### config.mk
export PLATFORM = sky130hd
export DESIGN_NAME = tdm_demux8
export DESIGN_NICKNAME = d
export VERILOG_FILES = /design/src/rtl/tdm_pkg.sv /design/src/rtl/tdm_slot_ctr.sv /design/src/rtl/tdm_demux8.sv
export SDC_FILE = /design/constraint.sdc
export NUM_CORES = 1
export LEC_CHECK = 0
export CAP_MARGIN = 20
export CORE_MARGIN = 8
export CORE_UTILIZATION = 45
export CTS_BUF_LIST = sky130_fd_sc_hd__clkbuf_8 sky130_fd_sc_hd__clkbuf_16
export DETAILED_ROUTE_END_ITERATION = 10
export PLACE_DENSITY = 0.8
export SYNTH_ARGS = -nofsm -noshare
export SYNTH_HDL_FRONTEND = slang
export SYNTH_SLANG_ARGS = --single-unit
### constraint.sdc
create_clock -name Clk -period 2.6 [get_ports Clk]
set_input_delay 0.26 -clock Clk [delete_from_list [all_inputs] [get_ports Clk]]
set_output_delay 0.26 -clock Clk [all_outputs]
set_load 0.005 [all_outputs]
### src/rtl/tdm_pkg.sv
// Shared constants and state type for the 8-slot TDM demultiplexer.
package tdm_pkg;
   localparam int NUM_SLOTS      = 8;
   localparam int SLOT_W         = 3;
   localparam int ERRCNT_W       = 8;
   localparam int MISALIGN_LIMIT = 3;

   typedef enum logic {
      HUNT = 1'b0,
      RUN  = 1'b1
   } state_t;
endpackage

### src/rtl/tdm_slot_ctr.sv
// Slot counter: synchronous clear, load-to-1 and increment-enable; wraps mod 8.
module tdm_slot_ctr
   import tdm_pkg::*;
(
   input  logic              Clk,
   input  logic              Rst_n,
   input  logic              clr,
   input  logic              load,
   input  logic              inc,
   output logic [SLOT_W-1:0] slot
);

   always_ff @(posedge Clk or negedge Rst_n) begin
      if (!Rst_n) begin
         slot <= '0;
      end else if (clr) begin
         slot <= '0;
      end else if (load) begin
         slot <= SLOT_W'(1);
      end else if (inc) begin
         slot <= slot + 1'b1;
      end
   end

endmodule

### src/rtl/tdm_demux8.sv
// 8-slot TDM receiver: aligns on Frame_Sync, collects a shadow frame, publishes it on Out.
// Optional sync-error counter and forced re-hunt enabled by TDM_DEMUX_ERRCNT_EN.
module tdm_demux8
   import tdm_pkg::*;
#(
   parameter int CHAN_W = 1
) (
   input  logic                        Clk,
   input  logic                        Rst_n,
   input  logic [CHAN_W-1:0]           In,
   input  logic                        In_Valid,
   input  logic                        Frame_Sync,
   output logic [NUM_SLOTS*CHAN_W-1:0] Out,
   output logic                        Out_Valid,
   output logic [SLOT_W-1:0]           Sel,
   output logic                        Locked
`ifdef TDM_DEMUX_ERRCNT_EN
   ,
   output logic [ERRCNT_W-1:0]         Sync_Err_Cnt
`endif
);

   state_t                        state, state_nxt;
   logic                          ctr_clr, ctr_load, ctr_inc;
   logic                          wr_en, publish;
   logic [SLOT_W-1:0]             wr_slot;
   logic [NUM_SLOTS*CHAN_W-1:0]   shadow;
`ifdef TDM_DEMUX_ERRCNT_EN
   logic                          misalign, force_hunt;
   logic [1:0]                    miss_cnt;
   logic [ERRCNT_W-1:0]           err_cnt;
`endif

   tdm_slot_ctr u_slot_ctr (
      .Clk   (Clk),
      .Rst_n (Rst_n),
      .clr   (ctr_clr),
      .load  (ctr_load),
      .inc   (ctr_inc),
      .slot  (Sel)
   );

   always_comb begin
      state_nxt = state;
      ctr_clr   = 1'b0;
      ctr_load  = 1'b0;
      ctr_inc   = 1'b0;
      wr_en     = 1'b0;
      wr_slot   = Sel;
      publish   = 1'b0;
`ifdef TDM_DEMUX_ERRCNT_EN
      misalign   = 1'b0;
      force_hunt = 1'b0;
`endif
      if (In_Valid) begin
         case (state)
            HUNT: begin
               if (Frame_Sync) begin
                  wr_en     = 1'b1;
                  wr_slot   = '0;
                  ctr_load  = 1'b1;
                  state_nxt = RUN;
               end
            end
            RUN: begin
               if (Frame_Sync && (Sel != '0)) begin
                  // Misaligned sync: drop the partial frame and restart at slot 0.
`ifdef TDM_DEMUX_ERRCNT_EN
                  misalign = 1'b1;
                  if (miss_cnt == 2'(MISALIGN_LIMIT - 1)) begin
                     force_hunt = 1'b1;
                     ctr_clr    = 1'b1;
                     state_nxt  = HUNT;
                  end else begin
                     wr_en    = 1'b1;
                     wr_slot  = '0;
                     ctr_load = 1'b1;
                  end
`else
                  wr_en    = 1'b1;
                  wr_slot  = '0;
                  ctr_load = 1'b1;
`endif
               end else begin
                  wr_en   = 1'b1;
                  ctr_inc = 1'b1;
                  publish = (Sel == SLOT_W'(NUM_SLOTS - 1));
               end
            end
            default: state_nxt = HUNT;
         endcase
      end
   end

   always_ff @(posedge Clk or negedge Rst_n) begin
      if (!Rst_n) begin
         state     <= HUNT;
         shadow    <= '0;
         Out       <= '0;
         Out_Valid <= 1'b0;
      end else begin
         state     <= state_nxt;
         Out_Valid <= publish;
         if (wr_en) begin
            shadow[wr_slot*CHAN_W +: CHAN_W] <= In;
         end
         // The slot-7 sample bypasses the shadow so Out updates on its accepting edge.
         if (publish) begin
            Out <= {In, shadow[(NUM_SLOTS-1)*CHAN_W-1:0]};
         end
      end
   end

   assign Locked = (state == RUN);

`ifdef TDM_DEMUX_ERRCNT_EN
   always_ff @(posedge Clk or negedge Rst_n) begin
      if (!Rst_n) begin
         err_cnt  <= '0;
         miss_cnt <= '0;
      end else begin
         if (misalign && (err_cnt != '1)) begin
            err_cnt <= err_cnt + 1'b1;
         end
         if (publish || force_hunt) begin
            miss_cnt <= '0;
         end else if (misalign) begin
            miss_cnt <= miss_cnt + 1'b1;
         end
      end
   end

   assign Sync_Err_Cnt = err_cnt;
`endif

endmodule
Word-level counts from Yosys, hierarchy flattened:

Index checks and enable logic that the tools add are counted.

* register bits: 21
* bits of input ports: 5

* muxes and demuxes: 20
* add/sub/neg operators: 2
* bitwise logic cells: 1
* shift-type cells: 2
* reductions and logical operators: 3
* equality and inequality tests: 1

Operators with widths (number)
* negator 3 -> 34 bit: 1
* variable shift 1 x 34 -> 8 bit (first input constant): 1
* variable part select 1 x 34 -> 8 bit: 1
* 2-to-1 mux 3 bit: 5
* 2-to-1 mux 1 bit: 11
* bitwise mux 8 bit: 1
* one-hot mux 3 bit (2 select lines): 1
* one-hot mux 1 bit (2 select lines): 2
* adder 3 x 1 -> 3 bit (second input constant): 1
* == test 3 bit (second input constant): 1
* nonzero test 3 bit: 1
* nonzero test 2 bit: 1
* logical AND 1 bit: 1
* NOT 1 bit: 1

Longest topological paths before layout:

* word-level depth: 8
* depth in mapped cells: 10
* depth with buffers taken out: 10

Modules after synthesis:

A second synthesis with hierarchy kept.

* cell total of the unflattened synthesis: 80
* area total of the unflattened synthesis: 1019.7 µm²

By module, submodules not included
* tdm_demux8: instances 1, sequential area each 425.4 µm², area each 869.6 µm², cells an instance 68
* tdm_slot_ctr: instances 1, sequential area each 75.1 µm², area each 150.1 µm², cells an instance 12

Worst setup path before layout:

Ideal clock, no wire load.

* path kind: register to register
* start point: register u_slot_ctr.slot[0]
* end point: register shadow[6]
* stages on the path, launching flop included: 10
* arrival time: 2.416 ns
* clock period less this slack: 2.544 ns
* slack: 0.056 ns
* required time: 2.472 ns
* setup time: 0.128 ns
* cell sequence: dfrtp_1 -> inv_1 -> ha_1 -> and3b_2 -> o21ai_2 -> ha_1 -> ha_1 -> or3_4 -> nor3_2 -> mux2_1

* word-level cells in the longest chain between the ends: 8
* elaborated cells on any way between the ends: 10

RTL lines
* start, declared: RTL line tdm_slot_ctr.sv:10 `output logic [SLOT_W-1:0] slot`
* start signal, assigned: RTL line tdm_slot_ctr.sv:21 `slot <= slot + 1'b1;`
* nonzero test 3 bit: RTL line tdm_demux8.sv:66 `if (Frame_Sync && (Sel != '0)) begin`
* logical AND 1 bit: RTL line tdm_demux8.sv:66
* 2-to-1 mux 3 bit: RTL line tdm_demux8.sv:66
* one-hot mux 3 bit (2 select lines): RTL line tdm_demux8.sv:56 `case (state)`
* 2-to-1 mux 3 bit *: RTL line tdm_demux8.sv:55 `if (In_Valid) begin`
* negator 3 -> 34 bit *: RTL line tdm_demux8.sv:105 `shadow[wr_slot*CHAN_W +: CHAN_W] <= In;`
* variable part select 1 x 34 -> 8 bit / variable shift 1 x 34 -> 8 bit (equally long branches): RTL line tdm_demux8.sv:105
* bitwise mux 8 bit *: RTL line tdm_demux8.sv:105
* end signal, assigned by index: RTL line tdm_demux8.sv:105
* end, declared: RTL line tdm_demux8.sv:27 `logic [NUM_SLOTS*CHAN_W-1:0] shadow;`

Mark *: on every way between the ends. The rest lies on a longest branch, timed or not.
A chain may end at the register's enable or synchronous reset.

Worst setup path in the final report:

Same ends and word-level chain as after synthesis.

==> run_results.csv <==
group,metric,value,unit
sta,fmax,406,MHz
outcome,status,"finished, final reports clean",
synthesis,synth_area,962,sq um
worst_setup_path,crit_start,"u_slot_ctr.slot[0]$_DFFE_PN0P_",
cts,cts_resized,0,
place,place_ws,31.9,ps
route,avgRoutedWirePerCell,14.9,um
route,firstDrtPassIters,5,
grt,grtUsageTotal,10.1,%
cts,clk_latency,250,ps
floorplan,initial_core_util,48.5,%
synthesis,synthXorXnorAreaFrac,0,%
synthesis,syn-instance-count,74,
sta,skew,2.57,ps
cts,cts_setup_buffers,0,
pwr,leakagePower,0.585,nW
hold_path,hold_path_class,"reg2reg",
layout,final_design_area_no_fill,1280,sq um
synthesis,synth-compound-area-share,6.89,%
grt,grt_pass1_vias,742,
sta,setup_violations,0,
floorplan,row_count,16,
worst_setup_path,cp.arrival,2600,ps
place,hpwl,1.38,mm
route,vias,691,
worst_setup_path,cp-end-kind,"register",
place,place.gp.congestion,0.870,
cts,cts_tree,"built",
place,dp_cells,123,
route,drt_drc_violations_left,0,
pwr,total_power,1.23,mW
sta,hold_viol_final,0,
layout,final_cells,127,
floorplan,core,1980,sq um
grt,grt_max_degree,21,
grt,grt_first_pass_wirelength,3.33,mm
layout,final_common_cell,"dfrtp_1",
sta,fin_crit_sh,94.8,%
sta,slew_headroom,42.6,%
place,portBuffers,17,
worst_setup_path,critPathMaxFanout,4,
worst_setup_path,reg2reg_to,"shadow[6]$_DFFE_PN0P_",
layout,fin_nets,112,
cts,cts-root-buf,"clkbuf_8",
sta,grt_setup_unrepaired,"no",
sta,setup-tns-final,0,ps
cts,cts_hold_buf,0,
flow_run,max_cap_viol_count,0,
cts,clockBufferDepth,2,
synthesis,synth_fp_nets,85,
worst_setup_path,r2r_slack,130,ps
cts,cts_made_buffers,3,
cts,clkTransAtPathRegs,70,ps
sta,slew_violations,0,
worst_setup_path,r2r_cells,9,
route,avgViaCountPerCell,5.44,
layout,antenna_cells,0,
layout,syn2layout_area_growth,33.2,%
synthesis,synth.distinct_cells,26,
route,drt_iter0_drc,16,
synthesis,ys_ff_latch,20,
route,antenna_left,0,
synthesis,synthMuxAreaShare,18.6,%
hold_path,holdPathStages,1,
route,drt-total-wl,1.89,mm
cts,numClockSinks,20,
synthesis,ys_seq_area_share,52.0,%
worst_setup_path,cp_data_required_time,2740,ps
floorplan,io_pins,18,
sta,setup_slack,135,ps
floorplan,die_area,3870,sq um
pwr,powerDensity,960,nW/um^2
synthesis,yosysWarnings,0,
worst_setup_path,worstSetupEndpoint,"shadow[6]$_DFFE_PN0P_",
layout,drive_gt1_share,24.0,%
synthesis,synth.avg_cell_area,13.0,sq um
grt,overflow,0,
synthesis,synthAdderAreaFrac,7.80,%
sta,tightest_slew,859,ps
synthesis,synth_top_family_by_area,"multiplexers",
grt,antenna_found_initial,0,
floorplan,die_y,62.2,um
floorplan,die_w,62.2,um
worst_setup_path,worst_setup_path_start_kind,"register",
worst_setup_path,timing_worst_setup_path_type,"reg2reg",
place,dpl_cell_area,1200,sq um
cts,cts_max_level,1,
worst_setup_path,reg2reg_from,"u_slot_ctr.slot[0]$_DFFE_PN0P_",
synthesis,yosys.area_share.simple,13.1,%
layout,layout_common_cells,"dfrtp_1, clkdlybuf4s50_1, mux2_1",
sta,fin_crit,2470,ps
pwr,ir_worst_vdd,573,uV
==> power breakdown <==
group          switching (mW)  leakage (nW)  internal [mW]  total (mW)
sequential             0.0513         0.259          0.416       0.467
clock                  0.0940        0.0288          0.134       0.228
combinational           0.232         0.297          0.303       0.534
total                   0.377         0.585          0.853        1.23
==> per-layer routing <==
metal | global-route usage [%] | wire, um
met4 | 5.54 | 50
met2 | 16.6 | 903
met1 | 12.3 | 862
met3 | 1.61 | 69
met5 | 0 | 0
==> metrics by stage <==
step	hold WS (ps)	util, %
floorplan	-35.6	-
global placement	464	60.7
detailed placement	472	60.7
CTS	488	63.5
global route	508	64.6
finish	484	64.6
==> Yosys cell counts, drive strengths merged <==
library cell,instances,area (sq um)
a21oi,1,8.76
a22o,2,17.5
and2,1,6.26
and3,1,6.26
and3b,1,10.0
buf,1,7.51
dfrtp,20,500
ha,6,75.1
inv,2,7.51
mux2,15,169
mux2i,1,10.0
nand2,3,11.3
nand2b,3,18.8
nor2,2,10.0
nor3,4,25.0
nor4,2,12.5
nor4b,1,8.76
o211ai,1,7.51
o21ai,5,32.5
or2,1,6.26
or3,1,11.3
==> logic make-up after synthesis <==
logic type / after synthesis
buffers and inverters: 3
DFF: 20
muxes: 16
adders and majority gates: 6
AOI/OAI and AO/OA: 9
and+or+nand+nor: 20
==> cell type report <==
class                   count  area, sq um
inverters                   2         7.51
multi-input cells          51          469
repair buffers             23          215
fillers                   162          701
flip-flops and latches     20          500
well taps                  27         33.8
clock buffers               4         55.1
==> critical path, stage by stage (launching register included) <==
cell and delay [ps]:
dfrtp_1 370, inv_2 60, ha_1 200, and3b_2 240, o21ai_2 140, ha_2 230
ha_4 210, or3_4 390, nor3_2 180, mux2_1 330
==> registers in the layout (all words and copies together) (netlist names) <==
name,count
shadow,7
Out_Valid,1
Out,8
u_slot_ctr.slot,3
Locked,1
==> worst min path at each step <==
stage,from,end,slack [ps]
floorplan,Rst_n,Locked$_DFFE_PN0P_,-40
global placement,shadow[5]$_DFFE_PN0P_,shadow[5]$_DFFE_PN0P_,460
detailed placement,shadow[1]$_DFFE_PN0P_,shadow[1]$_DFFE_PN0P_,470
CTS,shadow[1]$_DFFE_PN0P_,shadow[1]$_DFFE_PN0P_,490
global route,Out[1]$_DFFE_PN0P_,Out[1]$_DFFE_PN0P_,510
finish,Out[7]$_DFFE_PN0P_,Out[7]$_DFFE_PN0P_,480
No activity file was read; power rests on OpenSTA's default activity.
==> edit (config.mk and constraints unchanged) <==
Add an input register stage for `In`, `In_Valid` and `Frame_Sync`, without a reset; this delays them by one clock.
--- a/src/rtl/tdm_demux8.sv
+++ b/src/rtl/tdm_demux8.sv
@@ -19,6 +19,16 @@
    output logic [ERRCNT_W-1:0]         Sync_Err_Cnt
 `endif
 );
+
+   logic [CHAN_W-1:0] In_q;
+   logic In_Valid_q;
+   logic Frame_Sync_q;
+
+   always_ff @(posedge Clk) begin
+      In_q         <= In;
+      In_Valid_q   <= In_Valid;
+      Frame_Sync_q <= Frame_Sync;
+   end
 
    state_t                        state, state_nxt;
    logic                          ctr_clr, ctr_load, ctr_inc;
@@ -52,10 +62,10 @@
       misalign   = 1'b0;
       force_hunt = 1'b0;
 `endif
-      if (In_Valid) begin
+      if (In_Valid_q) begin
          case (state)
             HUNT: begin
-               if (Frame_Sync) begin
+               if (Frame_Sync_q) begin
                   wr_en     = 1'b1;
                   wr_slot   = '0;
                   ctr_load  = 1'b1;
@@ -63,7 +73,7 @@
                end
             end
             RUN: begin
-               if (Frame_Sync && (Sel != '0)) begin
+               if (Frame_Sync_q && (Sel != '0)) begin
                   // Misaligned sync: drop the partial frame and restart at slot 0.
 `ifdef TDM_DEMUX_ERRCNT_EN
                   misalign = 1'b1;
@@ -102,11 +112,11 @@
          state     <= state_nxt;
          Out_Valid <= publish;
          if (wr_en) begin
-            shadow[wr_slot*CHAN_W +: CHAN_W] <= In;
+            shadow[wr_slot*CHAN_W +: CHAN_W] <= In_q;
          end
          // The slot-7 sample bypasses the shadow so Out updates on its accepting edge.
          if (publish) begin
-            Out <= {In, shadow[(NUM_SLOTS-1)*CHAN_W-1:0]};
+            Out <= {In_q, shadow[(NUM_SLOTS-1)*CHAN_W-1:0]};
          end
       end
    end
Behaviour: not the same (a bounded check fails within 4 cycles, from zero or initial values and one cycle with Rst_n low).
==> edit against the unedited design <==
  * Sequential cell count up 3
  * Critical path depth unchanged
  * Maximum frequency down 0.84%
  * Total power up 1.4%
  * Synthesized area up 6.2%
  * Worst setup slack worse by 0.021 ns
  * Core utilization down 3.9 points
  * Die area up 4.6%
  * Cell area up 3.9%
  * Synthesized cell count up 4.1%
  * Wire length up 6.2%
==> edit: results (changes against the unedited design) <==
- The flow ran to the end, and the final reports show no timing, DRC or antenna violations.
- The switching part of the total power was 31.3% (+0.71 points).
- The slowest stage of the critical path belongs to the cell sky130_fd_sc_hd__or3_4.
- The met3 wire length was 184 um (+170%).
- The power density of the placed cells is 937 nW/um2 (-2.4%).
- The met1 global-route usage is 11.0% (-1.3 points).
- The maximum cell stage delay along the critical path is 0.39 ns (about the same).
- The iteration count of the initial detailed-routing pass is 4 (-1).
- The cell total after placement is 124 (+0.81%).
- The hold path startpoint is In_Valid.
- The total nets after synthesis is 88 (+3.5%).
- The instance area after placement was 1240 um2 (+3.2%).
- The share of layout cells above drive strength 1 is 21.0% (-3.0 points).
- The total routing usage reported by global routing was 10.1% (about the same).
- The number of standard cells in the layout, taps in and fillers out is 128 (+0.79%).
- The routed wire length came to 2000 um (+6.2%).
- The count of unique library cells instantiated by Yosys came to 27 (+3.8%).
- The sequential-to-total area share from yosys stat was 54.8% (+2.8 points).
- The worst path arrival time is 2.64 ns (+0.04 ns).
- The largest clock skew in the final design came to 0.00379 ns (+0.00122 ns).
- The worst hold path belongs to the class in2reg.
- The adder-cell area share of the yosys netlist is 7.34% (-0.46 points).
- The maximum vdd drop is 0.642 mV (+12%).
- The routed length on met2 was 918 um (+1.7%).
- The instance count of the mapped netlist is 77 (+4.1%).
- The HPWL after detailed placement is 1420 um (+2.9%).
- The share of power burned in registers came to 40.6% (+2.6 points).
- The flop-to-flop setup slack came to 0.11 ns (-0.02 ns).
- The number of DRC markers after the initial detailed-route iteration is 13 (-3).
- The via count normalized by instance count was 5.33 (-2.1%).
- By area the synthesized netlist is led by sky130_fd_sc_hd__dfrtp_1 49%, sky130_fd_sc_hd__mux2_1 14%, sky130_fd_sc_hd__ha_1 7.3%.
- The combinational group share of total power is 42.2% (-1.2 points).
- The worst max-slew margin expressed relative to the limit is 39.0% (-3.6 points).
- The minimum hold slack is 0.431 ns (-0.0532 ns).
- The buffer count from post-CTS setup fixing is 0 (unchanged).
- The wire length on met1 was 870 um (+0.93%).
- The met2 demand-to-capacity share in global routing is 15.7% (-0.84 points).
- The via count of the first global-routing pass was 738 (-0.54%).
- The global placer's final weighted congestion is 0.804 (-7.6%).
- The number of antenna cells inserted was 0 (unchanged).
- The worst-case hold path end point is In_Valid_q$_DFF_P_.
- The met3 layer usage reported by global route is 5.83% (+4.2 points).
- The peak fanout along the critical path was 5 (+1).
- The post-synthesis mux area share came to 17.5% (-1.1 points).
[edit: changes by cell type after synthesis]
cell,change
sky130_fd_sc_hd__dfxtp_1,+3
[edit: cell type report]
| class | instances | area (um2) |
|---|---|---|
| clock inverter | 1 | 3.75 |
| multi-input combinational | 51 | 490 |
| tap | 28 | 35.0 |
| clock buffer | 3 | 41.3 |
| fill | 180 | 860 |
| inverter | 2 | 7.51 |
| sequential | 23 | 561 |
| timing repair buffer | 20 | 193 |
[edit: through the flow]
stage	worst slack, ns	util [%]
finish	0.114	60.8
global route	0.000698	60.8
CTS	0.0191	59.1
detailed placement	0.0187	56.7
global placement	0.126	56.7
floorplan	0.0560	-
[edit: repair_timing]
| item | 4_1_cts | 5_1_grt |
|---|---|---|
| pin swaps | 0 | 0 |
| hold buffers | 0 | 0 |
| resized for setup | 1 | 6 |
| endpoints found under the setup margin | 1 | 5 |
